## src/rtl/qspi_pkg.sv

```systemverilog
//============================================================================
// Module   : qspi_pkg
// Brief    : Shared opcodes, address width and FSM states for the QSPI PSRAM responder
// Revision : 1.0
//============================================================================
`default_nettype none

package qspi_pkg;

  localparam int          c_ADDR_W    = 24;
  localparam int          c_ADDR_NIBS = c_ADDR_W / 4;
  localparam logic [7:0]  c_READ_OP   = 8'hEB;
  localparam logic [7:0]  c_WRITE_OP  = 8'h38;

  typedef enum logic [2:0] {
    ST_IDLE   = 3'd0,
    ST_CMD    = 3'd1,
    ST_ADDR   = 3'd2,
    ST_WAIT   = 3'd3,
    ST_RDATA  = 3'd4,
    ST_WDATA  = 3'd5,
    ST_IGNORE = 3'd6
  } state_t;

endpackage

`default_nettype wire

```

## src/rtl/qspi_pin_sync.sv

```systemverilog
//============================================================================
// Module   : qspi_pin_sync
// Brief    : Two-flop synchronizers for cs_n/sclk/io plus one-clk sclk edge pulses
// Revision : 1.0
//============================================================================
`default_nettype none

module qspi_pin_sync (
  input  logic       clk,
  input  logic       rst,
  input  logic       i_cs_n,
  input  logic       i_sclk,
  input  logic [3:0] i_io_in,
  output logic       o_cs_n,
  output logic [3:0] o_io,
  output logic       o_sclk_rise,
  output logic       o_sclk_fall
);

  logic [1:0] r_cs_q;
  logic [2:0] r_sclk_q;
  logic [3:0] r_io_q1;
  logic [3:0] r_io_q2;

  always_ff @(posedge clk) begin
    if (rst) begin
      r_cs_q   <= 2'b11;
      r_sclk_q <= 3'b000;
      r_io_q1  <= 4'h0;
      r_io_q2  <= 4'h0;
    end else begin
      r_cs_q   <= {r_cs_q[0], i_cs_n};
      r_sclk_q <= {r_sclk_q[1:0], i_sclk};
      r_io_q1  <= i_io_in;
      r_io_q2  <= r_io_q1;
    end
  end

  // io uses the same depth as sclk so a rise pulse sees the data the master set up
  assign o_cs_n      = r_cs_q[1];
  assign o_io        = r_io_q2;
  assign o_sclk_rise = r_sclk_q[1] & ~r_sclk_q[2];
  assign o_sclk_fall = ~r_sclk_q[1] & r_sclk_q[2];

endmodule

`default_nettype wire

```

## src/rtl/qspi_psram_responder.sv

```systemverilog
//============================================================================
// Module   : qspi_psram_responder
// Brief    : Quad-SPI PSRAM-style slave with quad read/write into an internal byte RAM
// Revision : 1.0
//============================================================================
`default_nettype none

module qspi_psram_responder
  import qspi_pkg::*;
#(
  parameter int         MEM_BYTES   = 256,
  parameter int         WAIT_CYCLES = 6,
  parameter logic [7:0] READ_OP     = c_READ_OP,
  parameter logic [7:0] WRITE_OP    = c_WRITE_OP
) (
  input  logic       clk,
  input  logic       rst,
  input  logic       cs_n,
  input  logic       sclk,
  input  logic [3:0] io_in,
  output logic [3:0] io_out,
  output logic [3:0] io_oe,
  output logic       busy
);

  localparam int                IDX_W       = $clog2(MEM_BYTES);
  localparam int                WAIT_W      = (WAIT_CYCLES > 1) ? $clog2(WAIT_CYCLES) : 1;
  localparam logic [WAIT_W-1:0] c_WAIT_LAST = WAIT_W'((WAIT_CYCLES > 0) ? WAIT_CYCLES - 1 : 0);
  localparam logic [2:0]        c_ADDR_LAST = 3'(c_ADDR_NIBS - 1);

  logic        w_cs_n;
  logic [3:0]  w_io;
  logic        w_rise;
  logic        w_fall;
  logic [7:0]  w_op;
  state_t      r_state;
  state_t      w_next;

  logic [1:0]        r_flush;
  logic              r_cs_d;
  logic [2:0]        r_cnt;
  logic [WAIT_W-1:0] r_wait;
  logic [3:0]        r_op_hi;
  logic              r_is_read;
  logic [IDX_W-1:0]  r_idx;
  logic [7:0]        r_wbyte;
  logic              r_we;
  logic [3:0]        r_io_out;
  logic [7:0]        r_rd_data;
  logic [7:0]        r_mem [MEM_BYTES];

  qspi_pin_sync u_pin_sync (
    .clk         (clk),
    .rst         (rst),
    .i_cs_n      (cs_n),
    .i_sclk      (sclk),
    .i_io_in     (io_in),
    .o_cs_n      (w_cs_n),
    .o_io        (w_io),
    .o_sclk_rise (w_rise),
    .o_sclk_fall (w_fall)
  );

  assign w_op = {r_op_hi, w_io};

  always_ff @(posedge clk) begin
    if (rst) r_state <= ST_IDLE;
    else     r_state <= w_next;
  end

  // r_cs_d is only set by a genuine high after reset, so a cs_n held low through rst never restarts
  always_comb begin
    w_next = r_state;
    if (w_cs_n) begin
      w_next = ST_IDLE;
    end else begin
      case (r_state)
        ST_IDLE:  if (r_cs_d) w_next = ST_CMD;
        ST_CMD:   if (w_rise && r_cnt[0])
                    w_next = (w_op == READ_OP || w_op == WRITE_OP) ? ST_ADDR : ST_IGNORE;
        ST_ADDR:  if (w_rise && r_cnt == c_ADDR_LAST) begin
                    if (!r_is_read)            w_next = ST_WDATA;
                    else if (WAIT_CYCLES == 0) w_next = ST_RDATA;
                    else                       w_next = ST_WAIT;
                  end
        ST_WAIT:  if (w_rise && r_wait == c_WAIT_LAST) w_next = ST_RDATA;
        default:  w_next = r_state;
      endcase
    end
  end

  always_comb begin
    io_out = r_io_out;
    io_oe  = 4'h0;
    busy   = 1'b0;
    if (r_state == ST_RDATA) io_oe = 4'hF;
    if (r_state != ST_IDLE)  busy  = 1'b1;
  end

  always_ff @(posedge clk) begin
    if (rst) begin
      r_flush   <= 2'd0;
      r_cs_d    <= 1'b0;
      r_cnt     <= 3'd0;
      r_wait    <= '0;
      r_op_hi   <= 4'h0;
      r_is_read <= 1'b0;
      r_idx     <= '0;
      r_wbyte   <= 8'h00;
      r_we      <= 1'b0;
      r_io_out  <= 4'h0;
    end else begin
      r_flush <= (r_flush == 2'd2) ? r_flush : r_flush + 2'd1;
      r_cs_d  <= w_cs_n && (r_flush == 2'd2);
      r_we    <= 1'b0;
      if (r_we) r_idx <= r_idx + IDX_W'(1);
      if (r_state != ST_RDATA) r_io_out <= 4'h0;

      if (!w_cs_n && w_rise) begin
        case (r_state)
          ST_CMD: begin
            r_op_hi   <= w_io;
            r_is_read <= (w_op == READ_OP);
            r_cnt     <= r_cnt + 3'd1;
          end
          ST_ADDR: begin
            r_idx <= IDX_W'({r_idx, w_io});
            r_cnt <= r_cnt + 3'd1;
          end
          ST_WAIT: r_wait <= r_wait + WAIT_W'(1);
          ST_WDATA: begin
            if (!r_cnt[0]) begin
              r_wbyte[7:4] <= w_io;
            end else begin
              r_wbyte[3:0] <= w_io;
              r_we         <= 1'b1;
            end
            r_cnt <= {2'b00, ~r_cnt[0]};
          end
          default: ;
        endcase
      end

      if (!w_cs_n && w_fall && r_state == ST_RDATA) begin
        if (!r_cnt[0]) begin
          r_io_out <= r_rd_data[7:4];
        end else begin
          r_io_out <= r_rd_data[3:0];
          r_idx    <= r_idx + IDX_W'(1);
        end
        r_cnt <= {2'b00, ~r_cnt[0]};
      end

      if (w_next != r_state) begin
        r_cnt  <= 3'd0;
        r_wait <= '0;
      end
    end
  end

  // Single-port, read-first RAM; contents deliberately survive rst
  always_ff @(posedge clk) begin
    if (r_we) r_mem[r_idx] <= r_wbyte;
    r_rd_data <= r_mem[r_idx];
  end

endmodule

`default_nettype wire

```

## config.mk

```make
export PLATFORM = sky130hd
export DESIGN_NAME = qspi_psram_responder
export DESIGN_NICKNAME = d
export VERILOG_FILES = /design/src/rtl/qspi_pkg.sv /design/src/rtl/qspi_pin_sync.sv /design/src/rtl/qspi_psram_responder.sv
export SDC_FILE = /design/constraint.sdc
export NUM_CORES = 2
export LEC_CHECK = 0
export BUFFER_PORTS_ARGS = -buffer_cell sky130_fd_sc_hd__buf_2
export CORE_ASPECT_RATIO = 1.1
export CORE_MARGIN = 3
export CORE_UTILIZATION = 45
export CTS_BUF_LIST = sky130_fd_sc_hd__clkbuf_8
export CTS_CLUSTER_DIAMETER = 50
export DETAILED_ROUTE_END_ITERATION = 12
export GPL_TIMING_DRIVEN = 0
export HOLD_SLACK_MARGIN = 0.12
export PLACE_DENSITY_LB_ADDON = 0.3
export SETUP_SLACK_MARGIN = 0.15
export SLEW_MARGIN = 20
export SYNTH_ARGS = -nofsm -noshare
export SYNTH_HDL_FRONTEND = slang
export SYNTH_HIERARCHICAL = 1
export SYNTH_SLANG_ARGS = --single-unit
```

## constraint.sdc

```tcl
create_clock -name clk -period 11.8 [get_ports clk]
set_input_delay 1.18 -clock clk [delete_from_list [all_inputs] [get_ports clk]]
set_output_delay 1.18 -clock clk [all_outputs]
set_load 0.01 [all_outputs]
```

---- Word level (Yosys, flattened, before mapping) ----
Memories as Yosys holds them, arrays and structs flattened. A register that Yosys moved wholly into a read port is not among the register bits.
Index checks and enable logic that the tools add are counted.
operators by class
  $add $sub $neg .......................... 4
  equality and inequality tests ........... 12
  multiplexer cells ....................... 24
  bitwise gates (word level) .............. 7
  reduce and logical (&&, ||, !) cells .... 25
operators by type and width
  operator                                                                count
  8-bit 2-to-1 mux                                                        5
  3-bit 2-to-1 mux                                                        7
  4-bit 2-to-1 mux                                                        4
  3-bit equality test (second input constant)                             4
  3-bit case mux with 4 select lines                                      1
  8-bit by 1-bit adder with 8-bit output (second input constant)          1
  8-bit by 6-bit equality test with 1-bit output (second input constant)  1
  8-bit equality test (second input constant)                             1
  2-bit AND reduction                                                     4
  1-bit logical AND                                                       7
  3-bit by 1-bit adder with 3-bit output (second input constant)          2
  3-bit by 2-bit equality test with 1-bit output (second input constant)  2
  1-bit 2-to-1 mux                                                        6
  3-bit case mux with 2 select lines                                      1
  3-bit AND reduction                                                     2
  2-bit nonzero test                                                      3
  3-bit nonzero test                                                      2
  3-bit OR reduction                                                      2
  1-bit NOT                                                               5
  2-bit OR reduction                                                      2
  3-bit by 1-bit equality test with 1-bit output (second input constant)  1
  3-bit zero test                                                         1
  3-bit inequality test                                                   1
  3-bit inequality test (second input constant)                           1
  5 further kinds                                                         6
storage, ports and cells
  flip-flop bits (word level) ............. 51
  bits in writable memories ............... 2048
  logic and storage cells ................. 90
  memories ................................ 1
memories
  memory  words  width  read ports  clocked after Yosys merged registers in  write ports  line                        source
  r_mem   256    8      1           1                                        1            qspi_psram_responder.sv:50  logic [7:0] r_mem [MEM_BYTES];

---- Logic depth before layout (Yosys ltp) ----
  depth in word-level cells ............... 8
  gate-level depth with buffers ........... 14
  mapped depth without buffers ............ 9

---- Modules after synthesis ----
The synthesis kept the hierarchy.
by module, submodules not included
  module                times used  cells an instance  area each (um2)  sequential area each (um2)
  qspi_psram_responder  1           3861               81331.8          62419.9
  qspi_pin_sync         1           29                 366.6            260.2

---- Worst setup path before layout ----
Ideal clock, no wire load.
  path kind ............................... register to register
  start point ............................. register r_wbyte[0]
  end point ............................... memory r_mem[0][0], data pin
  library setup time ...................... 0.856 ns
  data arrival time ....................... 3.397 ns
  path slack .............................. 7.547 ns
  cell stages (with the launch flop) ...... 1
  path buffers ............................ 0
  cells stage by stage .................... dfxtp_1
RTL lines
  what                    line                         source
  from (decl)             qspi_psram_responder.sv:46   logic [7:0] r_wbyte;
  from (signal assigned)  qspi_psram_responder.sv:135  r_wbyte[3:0] <= w_io;
  to (decl)               qspi_psram_responder.sv:50
No word-level cell before the write port.

---- Worst setup path in the final report ----
  start point ............................. register r_idx[1]
  end point ............................... memory r_mem[141][4], enable pin
RTL lines
  what                    line                         source
  from (decl)             qspi_psram_responder.sv:45   logic [IDX_W-1:0] r_idx;
  from (signal assigned)  qspi_psram_responder.sv:116  if (r_we) r_idx <= r_idx + IDX_W'(1);
  from (signal assigned)  qspi_psram_responder.sv:127  r_idx <= IDX_W'({r_idx, w_io});
  from (signal assigned)  qspi_psram_responder.sv:149  r_idx <= r_idx + IDX_W'(1);
No word-level cell before the write port.

==> flow_summary.ini <==
[placement]
gp_congestion = 1.102
hpwl_um = 192200
io_buffers = 16
pre_cts_slack_ps = 5825

[timing]
hold_violations = 0
setup_violations = 0
worst_pin_slew_ps = 1394
fmax_mhz = 156.5
final_max_slew_viol_count = 0
post-route-period-util = 0.5415
hold_ws_ps = 317.1
timing.setup.tns_ps = 0
slew_headroom = 0.07097
fin_worst_skew_ps = 78.36
rsz0062_at_grt = no
period_minus_slack_ps = 6390
setup_slack_ps = 5410

[clock_tree]
root_buffer = clkbuf_8
ctsHtreeMaxLevel = 5
clockBufferDepth = 4
cts.reportedPaths.clkPinSlew_ps = 60
cts_tree = done
cts_resized = 0
cts_made_buffers = 337
cts_num_sinks = 2107
cts_setup_buffers = 0
clk_latency_ps = 1070
hold_buffers = 0

[detailed_routing]
route.antenna.remaining_nets = 0
wl_per_cell_um = 41.04
drtIter0Drc = 8623
drc = 0
wl_um = 285300
vias = 45756
drt_first_pass_iters = 8
vias_per_cell = 6.583

[logic_synthesis]
synth-edff-count = 2048
yosys_register_bits = 2107
async_flop_share = 0
syn_area_um2 = 81700
synth_area_per_cell_um2 = 21.00
synth_ff_type = edfxtp_1
synth_cell_types = 65
syn-num-nets = 3907
yosysSeqAreaShare = 0.7672
synth-warning-count = 6
syn-instance-count = 3890

[power]
vdd_ir_drop_max_mv = 0.1213
leakage_uw = 0.02879
p_comb_frac = 0.002
pwr-share-seq = 0.586
p_int_uw = 10900
swShare = 0.2096
power_uw = 13790
clock_power_share = 0.412
switchingPower_uw = 2890
power_density_nw_per_um2 = 149.6

[min_path]
hold_path_class = in -> reg

[finish]
syn_to_final_growth_pct = 12.81
final_nets = 4312
layout-drive-gt1-share = 0.2603

[setup_path]
crit_arrival_ps = 7040
worstSetupStartpointType = flop
crit_type = reg -> reg
critPathMaxFanout = 10
cp.required_ps = 12450
cp-end-kind = flop

[run]
max_cap_violations = 0

[floorplanning]
fp.dieArea_um2 = 186700
io_pins = 17
coreArea_um2 = 179900
dieWidth_um = 412.3
start_util = 0.4542
core.rowCount = 163
chipHeight_um = 452.9

[global_routing]
antenna_found_initial = 19
grt_pass1_vias = 43856
grt_pass1_wl_um = 380500
gr-total-overflow = 0
grt_max_degree = 81
track_usage = 0.3062

[outcome]
outcome = finished clean
[logic make-up (layout without fill, tap and decap cells)]
| family | Yosys count | count (layout) | share of synthesized area |
|---|---|---|---|
| buf+inv | 260 | 911 | 0.01686 |
| compound gates | 316 | 316 | 0.02640 |
| mux | 605 | 605 | 0.1557 |
| xor+xnor | 10 | 10 | 0.001072 |
| simple gates | 583 | 583 | 0.03137 |
| other cells | 0 | 18 | 0 |
| fa+ha+maj | 9 | 9 | 0.001378 |
| flops | 2107 | 2107 | 0.7672 |
[sequential cells by signal (all words and copies together) (netlist names), 2 cells and up]
name                 count
u_pin_sync/r_sclk_q      3
r_idx                    8
r_wbyte                  8
r_flush                  2
r_cnt                    3
r_rd_data                8
r_mem                 2048
u_pin_sync/o_io          4
u_pin_sync/r_cs_q        2
io_out                   4
u_pin_sync/r_io_q1       4
r_state                  3
r_wait                   3
r_op_hi                  4
[worst max-delay path, cell delays in order, from the launching register on]
cell      delay, ps
dfxtp_1         430
buf_4           450
buf_4           350
buf_2           600
buf_2           720
clkinv_1        950
ha_1            500
buf_2           210
nand3_1         420
clkbuf_2        740
nor2_1          450
[path summary, 6_finish.rpt]
path / start / to / slack [ps] / cells past startpoint
worst max register to register: r_idx[1] / r_mem[141][4] / 5410 / 10
worst min register to register: u_pin_sync/r_cs_q[0] / u_pin_sync/r_cs_q[1] / 430 / 1
worst min-delay path: cs_n / u_pin_sync/r_cs_q[0] / 320 / 2
worst max-delay path: r_idx[1] / r_mem[141][4] / 5410 / 10
[cell usage after synthesis (17+ instances only)]
cell type  instances  share of area
a211oi_1          18         0.0017
a21oi_1           83         0.0051
a22oi_1          121          0.011
buf_1             20        0.00092
buf_2             34         0.0021
buf_4             34         0.0031
buf_6             25         0.0034
clkbuf_1         130         0.0060
dfxtp_1           59          0.014
edfxtp_1        2048           0.75
mux2i_1           69         0.0085
mux4_2           527           0.15
nand2_1           85         0.0039
nand3_1           49         0.0030
nor2_1           328          0.015
nor2b_1           33         0.0025
nor4_1            21         0.0016
o22ai_1           17         0.0013
[layout make-up]
| class | instances | area (µm²) |
|---|---|---|
| Multi-Input combinational cell | 1523 | 17700 |
| Antenna cell | 18 | 45.04 |
| Tap cell | 2392 | 2993 |
| Sequential cell | 2107 | 62710 |
| Fill cell | 14243 | 87720 |
| Buffer | 246 | 1416 |
| Clock buffer | 344 | 4735 |
| Inverter | 14 | 52.55 |
| Timing Repair Buffer | 66 | 1389 |
| Clock inverter | 241 | 1122 |
[cell usage in the layout (no fill, tap or decap), drive strengths merged, types with 5 or more instances in the layout]
cell type	count
xnor2	6
nor4	21
nor2	328
ha	9
a2111oi	5
dfxtp	59
o22ai	17
a22oi	121
bufinv	5
inv	122
and3	5
nor2b	33
edfxtp	2048
nand3	49
a21oi	83
or2	7
clkinvlp	8
mux4	531
nand2	85
clkinv	120
o21ai	16
buf	182
nand2b	11
a211oi	18
and2	7
nor3	16
mux2i	69
clkbuf	474
mux2	5
diode	18
a221oi	8
a31oi	6
o2111ai	7
[power by group through the flow]
stage                     Combinational [µW]  Sequential [µW]  Clock, µW
after floorplan                         15.6             8240          0
after global placement                  21.9             8250          0
after detailed placement                21.3             8240          0
final                                   21.4             8090       5680
after CTS                               21.5             8090       5690
after global routing                    25.0             8080       6030
[stage by stage]
| stage | std cells | util | cell area (µm²) |
|---|---|---|---|
| 5_1_grt | 6934 | 0.5121 | 92120 |
| 6_report | 6951 | 0.5123 | 92160 |
| 4_1_cts | 6933 | 0.5120 | 92090 |
| 3_5_place_dp | 6348 | 0.4794 | 86230 |
| 2_1_floorplan | 3890 | - | 81700 |
| 3_3_place_gp | 6298 | 0.4713 | 84770 |
[per-layer routing]
metal,track usage,up-vias,share of wire
li1,-,17056,-
met1,0.3870,23922,0.34
met2,0.4474,3964,0.44
met3,0.1154,812,0.15
met4,0.1930,2,0.075
met5,0,-,0.000046
Power figures use the tool's default switching activity.
